$ cat config.mk
export PLATFORM = sky130hd
export DESIGN_NAME = sensor_request_ctrl
export DESIGN_NICKNAME = d
export VERILOG_FILES = /design/src/rtl/sensor_request_ctrl.sv
export SDC_FILE = /design/constraint.sdc
export NUM_CORES = 1
export LEC_CHECK = 0
export BUFFER_PORTS_ARGS = -buffer_cell sky130_fd_sc_hd__buf_4
export CAP_MARGIN = 20
export CELL_PAD_IN_SITES_DETAIL_PLACEMENT = 2
export CELL_PAD_IN_SITES_GLOBAL_PLACEMENT = 2
export CORE_ASPECT_RATIO = 1.4
export CORE_UTILIZATION = 33
export CTS_CLUSTER_SIZE = 10
export DETAILED_ROUTE_END_ITERATION = 8
export PLACE_DENSITY_LB_ADDON = 0.15
export REMOVE_ABC_BUFFERS = 1
export SLEW_MARGIN = 20
export SYNTH_ARGS = -nofsm -noshare
export SYNTH_HDL_FRONTEND = slang
export SYNTH_SLANG_ARGS = --single-unit
export TNS_END_PERCENT = 30
$ cat constraint.sdc
create_clock -name clock -period 2 [get_ports clock]
set_input_delay 0.3 -clock clock [delete_from_list [all_inputs] [get_ports clock]]
set_output_delay 0.3 -clock clock [all_outputs]
set_load 0.01 [all_outputs]
$ cat src/rtl/sensor_request_ctrl.sv
// Sensor request controller: sends a sensor id over UART, collects and checks the
// response frame, retries on timeout/checksum failure and reports status in result.
module sensor_request_ctrl #(
  parameter int unsigned NUM_SENSORS    = 8,
  parameter int unsigned TIMEOUT_CYCLES = 50000,
  parameter int unsigned MAX_RETRIES    = 3,
  parameter int unsigned DATA_BYTES     = 2
) (
  input  logic        clock,
  input  logic        reset,
  input  logic        clock_en,
  input  logic        start,
  input  logic [31:0] dataA,
  output logic [31:0] result,
  output logic        done,
  output logic        busy,
  output logic [7:0]  tx_data,
  output logic        tx_valid,
  input  logic        tx_ready,
  input  logic [7:0]  rx_data,
  input  logic        rx_valid
);

  localparam int unsigned FrameLen = DATA_BYTES + 2;
  localparam int unsigned TimerW   = $clog2(TIMEOUT_CYCLES + 1);

  typedef enum logic [2:0] {
    StIdle, StSend, StWait, StCheck, StDone, StAlarm, StFlush
  } state_e;

  state_e                  state_q, state_d;
  logic [7:0]              id_q, id_d;
  logic [2:0]              retries_q, retries_d;
  logic [2:0]              idx_q, idx_d;
  logic [TimerW-1:0]       timer_q, timer_d;
  logic [8*FrameLen-1:0]   frame_q, frame_d;
  logic [3:0]              flush_q, flush_d;
  logic [31:0]             result_q, result_d;

  logic [23:0] payload;
  logic [7:0]  csum;
  logic        fail;

  // Payload bytes arrive MSB first; checksum covers echoed id and payload.
  always_comb begin
    payload = '0;
    csum    = '0;
    for (int unsigned i = 1; i <= DATA_BYTES; i++) begin
      payload = {payload[15:0], frame_q[8*i +: 8]};
    end
    for (int unsigned i = 0; i <= DATA_BYTES; i++) begin
      csum = csum ^ frame_q[8*i +: 8];
    end
  end

  always_comb begin
    state_d   = state_q;
    id_d      = id_q;
    retries_d = retries_q;
    idx_d     = idx_q;
    timer_d   = timer_q;
    frame_d   = frame_q;
    flush_d   = flush_q;
    result_d  = result_q;
    fail      = 1'b0;

    case (state_q)
      StIdle: begin
        if (start) begin
          if (32'(dataA[7:0]) < NUM_SENSORS) begin
            id_d      = dataA[7:0];
            retries_d = '0;
            result_d  = '0;
            state_d   = StSend;
          end else begin
            result_d = 32'h8000_0000;
            state_d  = StDone;
          end
        end
      end
      StSend: begin
        if (tx_ready) begin
          idx_d   = '0;
          timer_d = '0;
          state_d = StWait;
        end
      end
      StWait: begin
        if (rx_valid) begin
          for (int unsigned i = 0; i < FrameLen; i++) begin
            if (idx_q == 3'(i)) frame_d[8*i +: 8] = rx_data;
          end
          timer_d = '0;
          if (idx_q == 3'(FrameLen - 1)) state_d = StCheck;
          else idx_d = idx_q + 3'd1;
        end else if (timer_q == TimerW'(TIMEOUT_CYCLES - 1)) begin
          fail = 1'b1;
        end else begin
          timer_d = timer_q + 1'b1;
        end
      end
      StCheck: begin
        if (frame_q[7:0] == id_q && frame_q[8*(FrameLen-1) +: 8] == csum) begin
          result_d = {2'b00, retries_q, 3'b000, payload};
          state_d  = StDone;
        end else begin
          fail = 1'b1;
        end
      end
      StFlush: begin
        frame_d = '0;
        if (flush_q == 4'd15) state_d = StSend;
        else flush_d = flush_q + 4'd1;
      end
      StAlarm: begin
        result_d = {2'b01, retries_q, 3'b000, 24'h000000};
        state_d  = StDone;
      end
      StDone:  state_d = StIdle;
      default: state_d = StIdle;
    endcase

    if (fail) begin
      if (retries_q < 3'(MAX_RETRIES)) begin
        retries_d = retries_q + 3'd1;
        flush_d   = '0;
        state_d   = StFlush;
      end else begin
        state_d = StAlarm;
      end
    end
  end

  always_ff @(posedge clock) begin
    if (reset) begin
      state_q   <= StIdle;
      id_q      <= '0;
      retries_q <= '0;
      idx_q     <= '0;
      timer_q   <= '0;
      frame_q   <= '0;
      flush_q   <= '0;
      result_q  <= '0;
    end else if (clock_en) begin
      state_q   <= state_d;
      id_q      <= id_d;
      retries_q <= retries_d;
      idx_q     <= idx_d;
      timer_q   <= timer_d;
      frame_q   <= frame_d;
      flush_q   <= flush_d;
      result_q  <= result_d;
    end
  end

  assign result   = result_q;
  assign done     = (state_q == StDone);
  assign busy     = (state_q != StIdle);
  assign tx_valid = (state_q == StSend);
  assign tx_data  = tx_valid ? id_q : 8'h00;

endmodule

==> out/qor.txt <==
Register area share after synthesis - 39.3%
Flip-flop and latch count after synthesis - 90
Number of nets still failing antenna checks after routing - 0
Number of rows in the core area - 50
Cell taking the most area after synthesis - sky130_fd_sc_hd__dfxtp_1
Footprint of the flip-flops and latches - 0.00181 mm²
Type of element launching the critical path - flop
Via count of the first global-routing pass - 4366
Ys flop type - sky130_fd_sc_hd__dfxtp_1
Static leakage - 2.45 nW
Critical Setup Path Class - reg2reg
Remaining design rule violation count - 0
Core area - 0.0135 mm²
Avg WL per Cell - 17.7 µm
Average cell area after synthesis - 8.79 µm²
Max-slew headroom at the worst pin - 62.4%
Diode count - 0
Non-filler instance count after layout - 794
Part of the cycle the worst path needs - 97.9%
Wire length of the first global-routing pass - 22100 µm
Min-Delay Startpoint - dataA[1]
Vert. Die Dim - 141 µm
Level count of the clock H-tree - 3
Count of different cell masters after synthesis - 53
Summed instance area of the synthesized netlist - 0.00458 mm²
Clock latency on the worst-skew pair - 0.35 ns
First-pass detailed-route iteration total - 4
Longest individual stage delay on the worst path - 0.43 ns
Total number of vias - 3964
Count of port buffers added during placement - 53
Most frequent cells in the layout - sky130_fd_sc_hd__buf_4, sky130_fd_sc_hd__dfxtp_1, sky130_fd_sc_hd__nor2_1
Final setup viols - 0
# nets final - 661
Pin count of the biggest net entering global routing - 52
Number of cells on the worst hold path - 3
Top-area cell type share of the netlist area - 39.3%
Slowest cell on crit path - sky130_fd_sc_hd__dfxtp_1
Number of top-level pins - 89
DR vias/cell - 4.99
Logic depth of the worst register-to-register path - 7
Worst Path Arrival - 2.20 ns
Count of endpoints failing hold in the final timing report - 0
Worst path required time - 2.24 ns
Most common library cell in the layout ignoring fill and taps - sky130_fd_sc_hd__buf_4
Fraction of layout instances using a drive strength above 1 - 25.8%
Root buf cell - sky130_fd_sc_hd__clkbuf_16
Worst voltage drop across the vdd grid - 0.431 mV
Status - complete, no violations
Hold_buf cts - 0
R2r startpoint - frame_q[19]
Total Neg Setup Slack - 0 ns
Timing-limited maximum frequency - 511 MHz
Worst R2R End - retries_q[2]
Grt total ovfl - 0
Placed cells - 777
Detailed placer's ending HPWL - 10500 µm
CTS tree - done
Starting Density - 34.0%
Die ar. - 0.0144 mm²
Max-cap viol count - 0
P&R area growth vs syn - 28.0%
Max Transition Viols Final - 0
Detailed Route Iter0 Violations - 71
Setup slack on the worst flop-to-flop path - 0.04 ns
Register clock-pin slew on the reported worst setup and hold paths - 0.07 ns
Width of the chip - 102 µm
HP Class - in2reg
CTS sink count - 90
Share of synthesized flip-flops with an asynchronous set or reset - 0%
Post-route minimum period - 1.96 ns
Slew at the pin closest to its max-slew limit - 0.564 ns
Area used by multi-input combinational logic - 0.00263 mm²
Cells along the critical path - xnor2_2 -> xnor2_1 -> nor4_2 -> a31o_2 -> a211oi_4 -> buf_12 -> a31o_1
GRT Resource Usage Total - 20.4%
Type of destination of the critical path - flop
Worst clock skew - 0.00778 ns
Largest cells by area after synthesis - sky130_fd_sc_hd__dfxtp_1, sky130_fd_sc_hd__mux2i_1, sky130_fd_sc_hd__xnor2_1
Total detailed-routing wirelength - 14100 µm
Hold Path End - id_q[1]
Post-Syn Instances - 521
Max FO, Critical Path - 7
Power per cell area - 709 mW/mm²
Initial antenna violation count - 0
Number of buffers created by CTS - 9
Fill cell instance count of the final layout - 1479
Max Buffers Root-to-Sink - 2
Placer congestion estimate - 0.746
Synth Warn # - 0
Count of flip-flops with a built-in enable after synthesis - 0
[how the worst max path moves through the flow]
stage	depth (start not counted)	start	slack [ns]	endpoint
after CTS	7	frame_q[4]	0.003	flush_q[1]
after floorplan	4	state_q[2]	-0.005	retries_q[0]
after global routing	8	frame_q[19]	-0.05	result[8]
after global placement	7	timer_q[12]	-0.01	retries_q[1]
after detailed placement	7	timer_q[12]	-0.07	retries_q[0]
final	7	frame_q[19]	0.04	retries_q[2]
[power breakdown]
group	internal [mW]	leakage [nW]	switching, mW
combinational	0.273	1.58	0.368
sequential	1.82	0.728	0.0317
clock	0.888	0.135	0.775
[sequential cells by signal (all words and copies together) (netlist names)]
name,flops
idx_q,3
state_q,3
timer_q,16
flush_q,4
id_q,8
result,21
frame_q,32
retries_q,3
[what timing repair did]
item | 4_1_cts | 5_1_grt
hold endpoints to repair | 0 | 0
gates resized for setup | 4 | 20
setup endpoints to repair | 25 | 48
setup buffers | 0 | 1
pin swaps | 3 | 6
cloned | 0 | 0
[cell usage after synthesis, types with 10 or more instances]
library cell / number
sky130_fd_sc_hd__and2_1: 22
sky130_fd_sc_hd__a21oi_1: 22
sky130_fd_sc_hd__mux2i_1: 40
sky130_fd_sc_hd__o21ai_0: 14
sky130_fd_sc_hd__nor3_1: 11
sky130_fd_sc_hd__dfxtp_1: 90
sky130_fd_sc_hd__o21ai_1: 12
sky130_fd_sc_hd__buf_4: 15
sky130_fd_sc_hd__inv_1: 17
sky130_fd_sc_hd__nand3_1: 27
sky130_fd_sc_hd__nand2_1: 33
sky130_fd_sc_hd__nor2_1: 54
sky130_fd_sc_hd__clkbuf_1: 15
sky130_fd_sc_hd__xnor2_1: 30
sky130_fd_sc_hd__xor2_1: 10
sky130_fd_sc_hd__nor3b_1: 18
[metrics by stage]
| stage | setup slack (ns) | power [mW] | hold WS, ns | util, % | area, µm² |
|---|---|---|---|---|---|
| final | 0.0428 | 4.16 | 0.196 | 43.6 | 5860 |
| after global routing | -0.0501 | 4.34 | 0.209 | 43.6 | 5860 |
| after CTS | 0.00292 | 4.21 | 0.189 | 42.7 | 5750 |
| after detailed placement | -0.0686 | 2.52 | 0.444 | 40.5 | 5440 |
| after global placement | -0.0138 | 2.50 | 0.443 | 40.5 | 5440 |
| after floorplan | -0.00475 | 2.20 | 0.369 | - | 4390 |
[critical path, delay by kind of cell (launching register included)]
family                 cells  cell delay, ns
AND/OR/NAND/NOR            1            0.39
buffers and inverters      1            0.15
XOR/XNOR                   2            0.26
AO/OA/AOI/OAI              3            0.62
flip-flops                 1            0.43
[routing by layer]
metal	part of all wire [%]	GRT usage [%]	wire, µm
met1	37	20.1	5180
met2	59	41.3	8350
met3	1.8	2.86	255
met4	2.0	7.40	288
met5	0	0	0
[kinds of logic after synthesis]
group	Yosys count	share of synthesized area, %
and+or+nand+nor	214	25.8
DFF	90	39.3
AOI/OAI and AO/OA	71	9.81
buffers and inverters	57	6.42
xor gates and xnor gates	40	7.65
muxes	40	8.74
adders and majority gates	8	2.19
other	1	0.0819
[final cells by class]
type                       count  area share, %
multi-input combinational    384           44.9
sequential                    90           30.8
timing repair buffer         104           14.3
clock buffer                  10           4.08
tap                          182           3.88
inverter                      18           1.15
clock inverter                 6          0.854
Power figures use the tool's default switching activity.
